### src/rtl/fp32_div.sv
// Sequential binary32 divider: restoring mantissa division, flush-to-zero, one-cycle done.
// Define FP32_DIV_ROUND_EN for round-to-nearest-even; otherwise the quotient is truncated.
module fp32_div (
  input  logic        clk,
  input  logic        rst_n,
  input  logic        start,
  input  logic [31:0] a,
  input  logic [31:0] b,
  output logic        busy,
  output logic        done,
  output logic [31:0] quotient
);

  typedef enum logic [1:0] {S_IDLE, S_DIV, S_PACK, S_DONE} state_t;

  state_t             state_q, state_d;
  logic               sign_q, sign_d;
  logic signed [9:0]  exp_q, exp_d;
  logic [23:0]        mb_q, mb_d;
  logic [24:0]        rem_q, rem_d;
  logic [25:0]        qbits_q, qbits_d;
  logic [4:0]         cnt_q, cnt_d;
  logic [31:0]        res_q, res_d;
  logic               busy_q, busy_d;
  logic               done_q, done_d;
  logic [31:0]        quotient_q, quotient_d;

  logic [7:0]         ea, eb;
  logic               a_zero, b_zero, a_inf, b_inf, a_nan, b_nan;
  logic [25:0]        diff;
  logic               ge;
  logic [24:0]        rem_sel;
  logic [22:0]        mant_raw;
  logic               inc;
  logic [23:0]        mant_sum;
  logic signed [9:0]  exp_n, exp_fin;

  always_comb begin
    ea     = a[30:23];
    eb     = b[30:23];
    a_zero = (ea == 8'd0);
    b_zero = (eb == 8'd0);
    a_inf  = (ea == 8'hFF) && (a[22:0] == 23'd0);
    b_inf  = (eb == 8'hFF) && (b[22:0] == 23'd0);
    a_nan  = (ea == 8'hFF) && (a[22:0] != 23'd0);
    b_nan  = (eb == 8'hFF) && (b[22:0] != 23'd0);

    // One restoring step: subtract the divisor when it fits, then shift.
    diff    = {1'b0, rem_q} - {2'b00, mb_q};
    ge      = ~diff[25];
    rem_sel = ge ? diff[24:0] : rem_q;

    // Normalise: a quotient below 1.0 has its leading one in bit 24.
    mant_raw = qbits_q[25] ? qbits_q[24:2] : qbits_q[23:1];
    exp_n    = qbits_q[25] ? exp_q : exp_q - 10'sd1;
`ifdef FP32_DIV_ROUND_EN
    if (qbits_q[25]) begin
      inc = qbits_q[1] & (qbits_q[0] | (|rem_q) | mant_raw[0]);
    end else begin
      inc = qbits_q[0] & ((|rem_q) | mant_raw[0]);
    end
`else
    inc = 1'b0;
`endif
    mant_sum = {1'b0, mant_raw} + {23'd0, inc};
    exp_fin  = exp_n + $signed({9'd0, mant_sum[23]});
  end

  always_comb begin
    state_d    = state_q;
    sign_d     = sign_q;
    exp_d      = exp_q;
    mb_d       = mb_q;
    rem_d      = rem_q;
    qbits_d    = qbits_q;
    cnt_d      = cnt_q;
    res_d      = res_q;
    busy_d     = busy_q;
    done_d     = 1'b0;
    quotient_d = quotient_q;
    case (state_q)
      S_IDLE: begin
        busy_d = start;
        if (start) begin
          sign_d = a[31] ^ b[31];
          if (a_nan || b_nan || (a_zero && b_zero) || (a_inf && b_inf)) begin
            res_d   = 32'h7FC00000;
            state_d = S_DONE;
          end else if (a_inf || b_zero) begin
            res_d   = {a[31] ^ b[31], 8'hFF, 23'd0};
            state_d = S_DONE;
          end else if (a_zero || b_inf) begin
            res_d   = {a[31] ^ b[31], 31'd0};
            state_d = S_DONE;
          end else begin
            mb_d    = {1'b1, b[22:0]};
            rem_d   = {2'b01, a[22:0]};
            qbits_d = 26'd0;
            cnt_d   = 5'd25;
            exp_d   = $signed({2'b00, ea}) - $signed({2'b00, eb}) + 10'sd127;
            state_d = S_DIV;
          end
        end else begin
          state_d = S_IDLE;
        end
      end
      S_DIV: begin
        qbits_d = {qbits_q[24:0], ge};
        rem_d   = rem_sel << 1;
        cnt_d   = cnt_q - 5'd1;
        if (cnt_q == 5'd0) begin
          state_d = S_PACK;
        end else begin
          state_d = S_DIV;
        end
      end
      S_PACK: begin
        if (exp_fin >= 10'sd255) begin
          res_d = {sign_q, 8'hFF, 23'd0};
        end else if (exp_fin <= 10'sd0) begin
          res_d = {sign_q, 31'd0};
        end else begin
          res_d = {sign_q, exp_fin[7:0], mant_sum[22:0]};
        end
        state_d = S_DONE;
      end
      S_DONE: begin
        done_d     = 1'b1;
        quotient_d = res_q;
        state_d    = S_IDLE;
      end
      default: begin
        state_d = S_IDLE;
      end
    endcase
  end

  // State and datapath registers with synchronous active-low reset.
  always_ff @(posedge clk) begin
    if (!rst_n) begin
      state_q    <= S_IDLE;
      sign_q     <= 1'b0;
      exp_q      <= 10'sd0;
      mb_q       <= 24'd0;
      rem_q      <= 25'd0;
      qbits_q    <= 26'd0;
      cnt_q      <= 5'd0;
      res_q      <= 32'd0;
      busy_q     <= 1'b0;
      done_q     <= 1'b0;
      quotient_q <= 32'd0;
    end else begin
      state_q    <= state_d;
      sign_q     <= sign_d;
      exp_q      <= exp_d;
      mb_q       <= mb_d;
      rem_q      <= rem_d;
      qbits_q    <= qbits_d;
      cnt_q      <= cnt_d;
      res_q      <= res_d;
      busy_q     <= busy_d;
      done_q     <= done_d;
      quotient_q <= quotient_d;
    end
  end

  assign busy     = busy_q;
  assign done     = done_q;
  assign quotient = quotient_q;

endmodule

### config.mk
export PLATFORM = sky130hd
export DESIGN_NAME = fp32_div
export DESIGN_NICKNAME = d
export VERILOG_FILES = /design/src/rtl/fp32_div.sv
export SDC_FILE = /design/constraint.sdc
export NUM_CORES = 1
export LEC_CHECK = 0
export CORE_ASPECT_RATIO = 1.25
export CORE_MARGIN = 5
export CORE_UTILIZATION = 50
export CTS_CLUSTER_DIAMETER = 80
export DETAILED_ROUTE_END_ITERATION = 6
export DONT_BUFFER_PORTS = 1
export PLACE_DENSITY = 0.64
export SLEW_MARGIN = 0
export SYNTH_ARGS = -nofsm -noshare
export SYNTH_HDL_FRONTEND = slang
export SYNTH_SLANG_ARGS = --single-unit
### constraint.sdc
create_clock -name clk -period 8.1 [get_ports clk]
set_input_delay 1.215 -clock clk [delete_from_list [all_inputs] [get_ports clk]]
set_output_delay 1.215 -clock clk [all_outputs]
set_load 0.02 [all_outputs]
==> flow_summary.yaml <==
clock_tree:
  cts_hold_buf: 0
  cts_made_buffers: 17
  h-tree-depth: 4
  clock-sinks: 159
  cts_buffer_depth: 2
  clkTransAtPathRegs_ns: 0.07
  root_buffer: "clkbuf_16"
  post_cts_resized: 0
  cts_tree: "done"
  postCtsSetupRepairBufs: 0
  worst_skew_pair.late_latency_ns: 0.43
worst_setup_path:
  rr_startpoint: "mb_q[8]"
  path_max_fanout: 46
  crit_family: "simple AND/OR/NAND/NOR gates"
  crit_chain: "or4_1, nor2_1, nor4_1, a21oi_2, or2_2, a22oi_1, o221ai_1"
  cp-start-kind: "primary input"
  critPathRequiredTime_ns: 8.43
  crit_slowest_cell: "or2_2"
  slowest_delay_ns: 0.88
  endpoint: "rem_q[15]"
  r2r_slack_ns: 4.62
  r2r-end: "rem_q[10]"
  crit_cells: 7
  crit_buf_inv: 0
  r2r_cells: 9
  cp-end-kind: "flip-flop"
  critical_path.startpoint: "b[28]"
  critPathArrivalTime_ns: 3.86
  path_class: "in -> reg"
synth:
  synth_area_leaders: "dfxtp_1 (37%), nand2_1 (8.1%), a21oi_1 (6.0%), ha_1 (5.1%), nor2_1 (3.5%)"
  syn_area_per_cell_um2: 8.05
  ys.warnings.count: 0
  ys_top_cells_by_count: "nand2_1 (184), dfxtp_1 (159), a21oi_1 (102), nor2_1 (80), inv_1 (52)"
  synth-edff-count: 0
  syn_inst: 1062
  yosysSeqAreaShare: 0.372
  ys_seq_elements: 159
  synth_nets: 1166
  synthFlopType: "dfxtp_1"
  yosysMostFrequentCell: "nand2_1"
  synth_top_area_cell: "dfxtp_1"
  async_reset_ff_frac: 0
  netlist.area_leader.share: 0.372
  synth_area_mm2: 0.00855
  yosysUniqueCellTypes: 71
global_route:
  grt_max_degree: 83
  globalRoute.totalOverflow: 0
  grt_pass1_wl_um: 35000
  grt_antenna_before_repair: 0
  first_global_vias: 6908
  track_usage: 0.217
run:
  cap_violations: 0
power:
  vdd_drop_max_mv: 0.163
  p_per_area_mw_per_mm2: 287
  p_leak_nw: 3.28
timing:
  setup_viol: 0
  slew_headroom: 0.247
  setup_tns_ns: 0
  fin_crit_ns: 3.53
  worstMarginPinSlew_ns: 1.13
  rsz0062_at_grt: "no"
  fmaxAchievable_ghz: 0.283
  hold_viol_final: 0
  clock-skew-final_ns: 0.00909
  whs_ns: 0.453
  min_period_over_period: 0.436
  drv_slew: 0
drt:
  routed_wl_um: 21400
  vias: 7359
  viasPerCell: 5.85
  first_iter_violations: 397
  first_pass_iters: 5
  ant_nets: 0
  routedWlPerCell_um: 17.1
  drcViolationCount: 0
floorplanning:
  core-area_mm2: 0.0168
  std_cell_rows: 53
  start_util: 0.508
  ios: 101
  die_area_mm2: 0.0198
  dieHeight_um: 156
  dieWidth_um: 127
placement:
  globalplace.congestion: 0.862
  hpwl_um: 15100
  io_buffers: 0
layout:
  drive_gt1_frac: 0.0762
  final_util: 0.545
  areaGrowthSynthToFinish_pct: 7.36
  num_antenna_cells: 0
  finish.net_count: 1128
status:
  status: "complete, no violations"
worst_hold_path:
  min_path_type: "reg -> reg"
flip-flops by register name, summed over array words and instances, names as in the netlist, 2 cells and up:
register	count
quotient	32
rem_q	25
mb_q	24
cnt_q	5
state_q	2
res_q	32
exp_q	10
qbits_q	26
tightest hold or removal path: stages (launching register included):
cell and delay (ns):
dfxtp_1 0.32, nand2_1 0.06, o21ai_2 0.04
routing by layer:
layer	vias to the layer above	global-route usage	wire length, um
met5	-	0	0
met3	37	0.0534	1180
met4	0	0.0920	640
met2	181	0.365	10200
met1	3413	0.266	9420
li1	3728	-	-
cell type report:
class | instances | area (um2)
Fill cell | 1669 | 7670
Multi-Input combinational cell | 787 | 4900
Sequential cell | 159 | 3180
Clock buffer | 18 | 439
Tap cell | 220 | 275
Inverter | 52 | 196
Clock inverter | 14 | 129
Timing Repair Buffer | 7 | 52.6
cells in the final DEF (no fill, tap or decap), types with 5 or more instances in the layout:
master / instances
nand3_1: 8
o221a_2: 7
clkinv_2: 5
a211oi_1: 17
or3_1: 8
nor4_1: 14
a22oi_1: 35
a21oi_1: 102
clkbuf_16: 17
inv_1: 51
dfxtp_1: 159
buf_4: 7
o21ai_2: 19
o221ai_1: 6
a21o_1: 8
inv_6: 5
o21a_1: 10
a221o_1: 10
xnor2_1: 23
o21ai_0: 43
nor3_1: 19
nand2b_1: 10
ha_1: 35
nand2_1: 184
nor2_1: 80
a22o_1: 7
nor2b_1: 8
o211ai_1: 10
mux2i_1: 25
nand4_1: 10
a31oi_1: 5
xor2_1: 13
cells by family (layout without fill, tap and decap cells):
| logic type | Yosys count | after routing | synth area share |
|---|---|---|---|
| AO/OA/AOI/OAI | 321 | 321 | 0.254 |
| AND/OR/NAND/NOR | 368 | 368 | 0.195 |
| XOR/XNOR | 36 | 36 | 0.0369 |
| flip-flops | 159 | 159 | 0.372 |
| adder cells (fa/ha/maj) | 37 | 37 | 0.0559 |
| multiplexers | 25 | 25 | 0.0293 |
| buffers and inverters | 116 | 91 | 0.0568 |
report_power, final:
part           internal (W)  switching, W
registers          0.000848     0.0000630
clock network      0.000436      0.000343
logic              0.000384      0.000562
total               0.00167      0.000967
worst min-delay path by stage:
stage / from / end / cells after the start
final: res_q[3] / res_q[3] / 2
after global routing: res_q[27] / quotient[27] / 2
after CTS: res_q[8] / quotient[8] / 2
after detailed placement: res_q[3] / res_q[3] / 2
after global placement: res_q[3] / res_q[3] / 2
after floorplan: res_q[0] / res_q[0] / 2
through the flow:
stage          instances  worst slack, ns  cell area [um2]  total power (W)
4_1_cts             1257             4.57             9180          0.00265
3_3_place_gp        1225             4.21             8610          0.00186
3_5_place_dp        1225             4.10             8610          0.00186
5_1_grt             1257             4.32             9180          0.00281
2_1_floorplan       1062             4.49             8550          0.00167
6_report            1257             4.57             9180          0.00264
No activity file was read; power rests on OpenSTA's default activity.
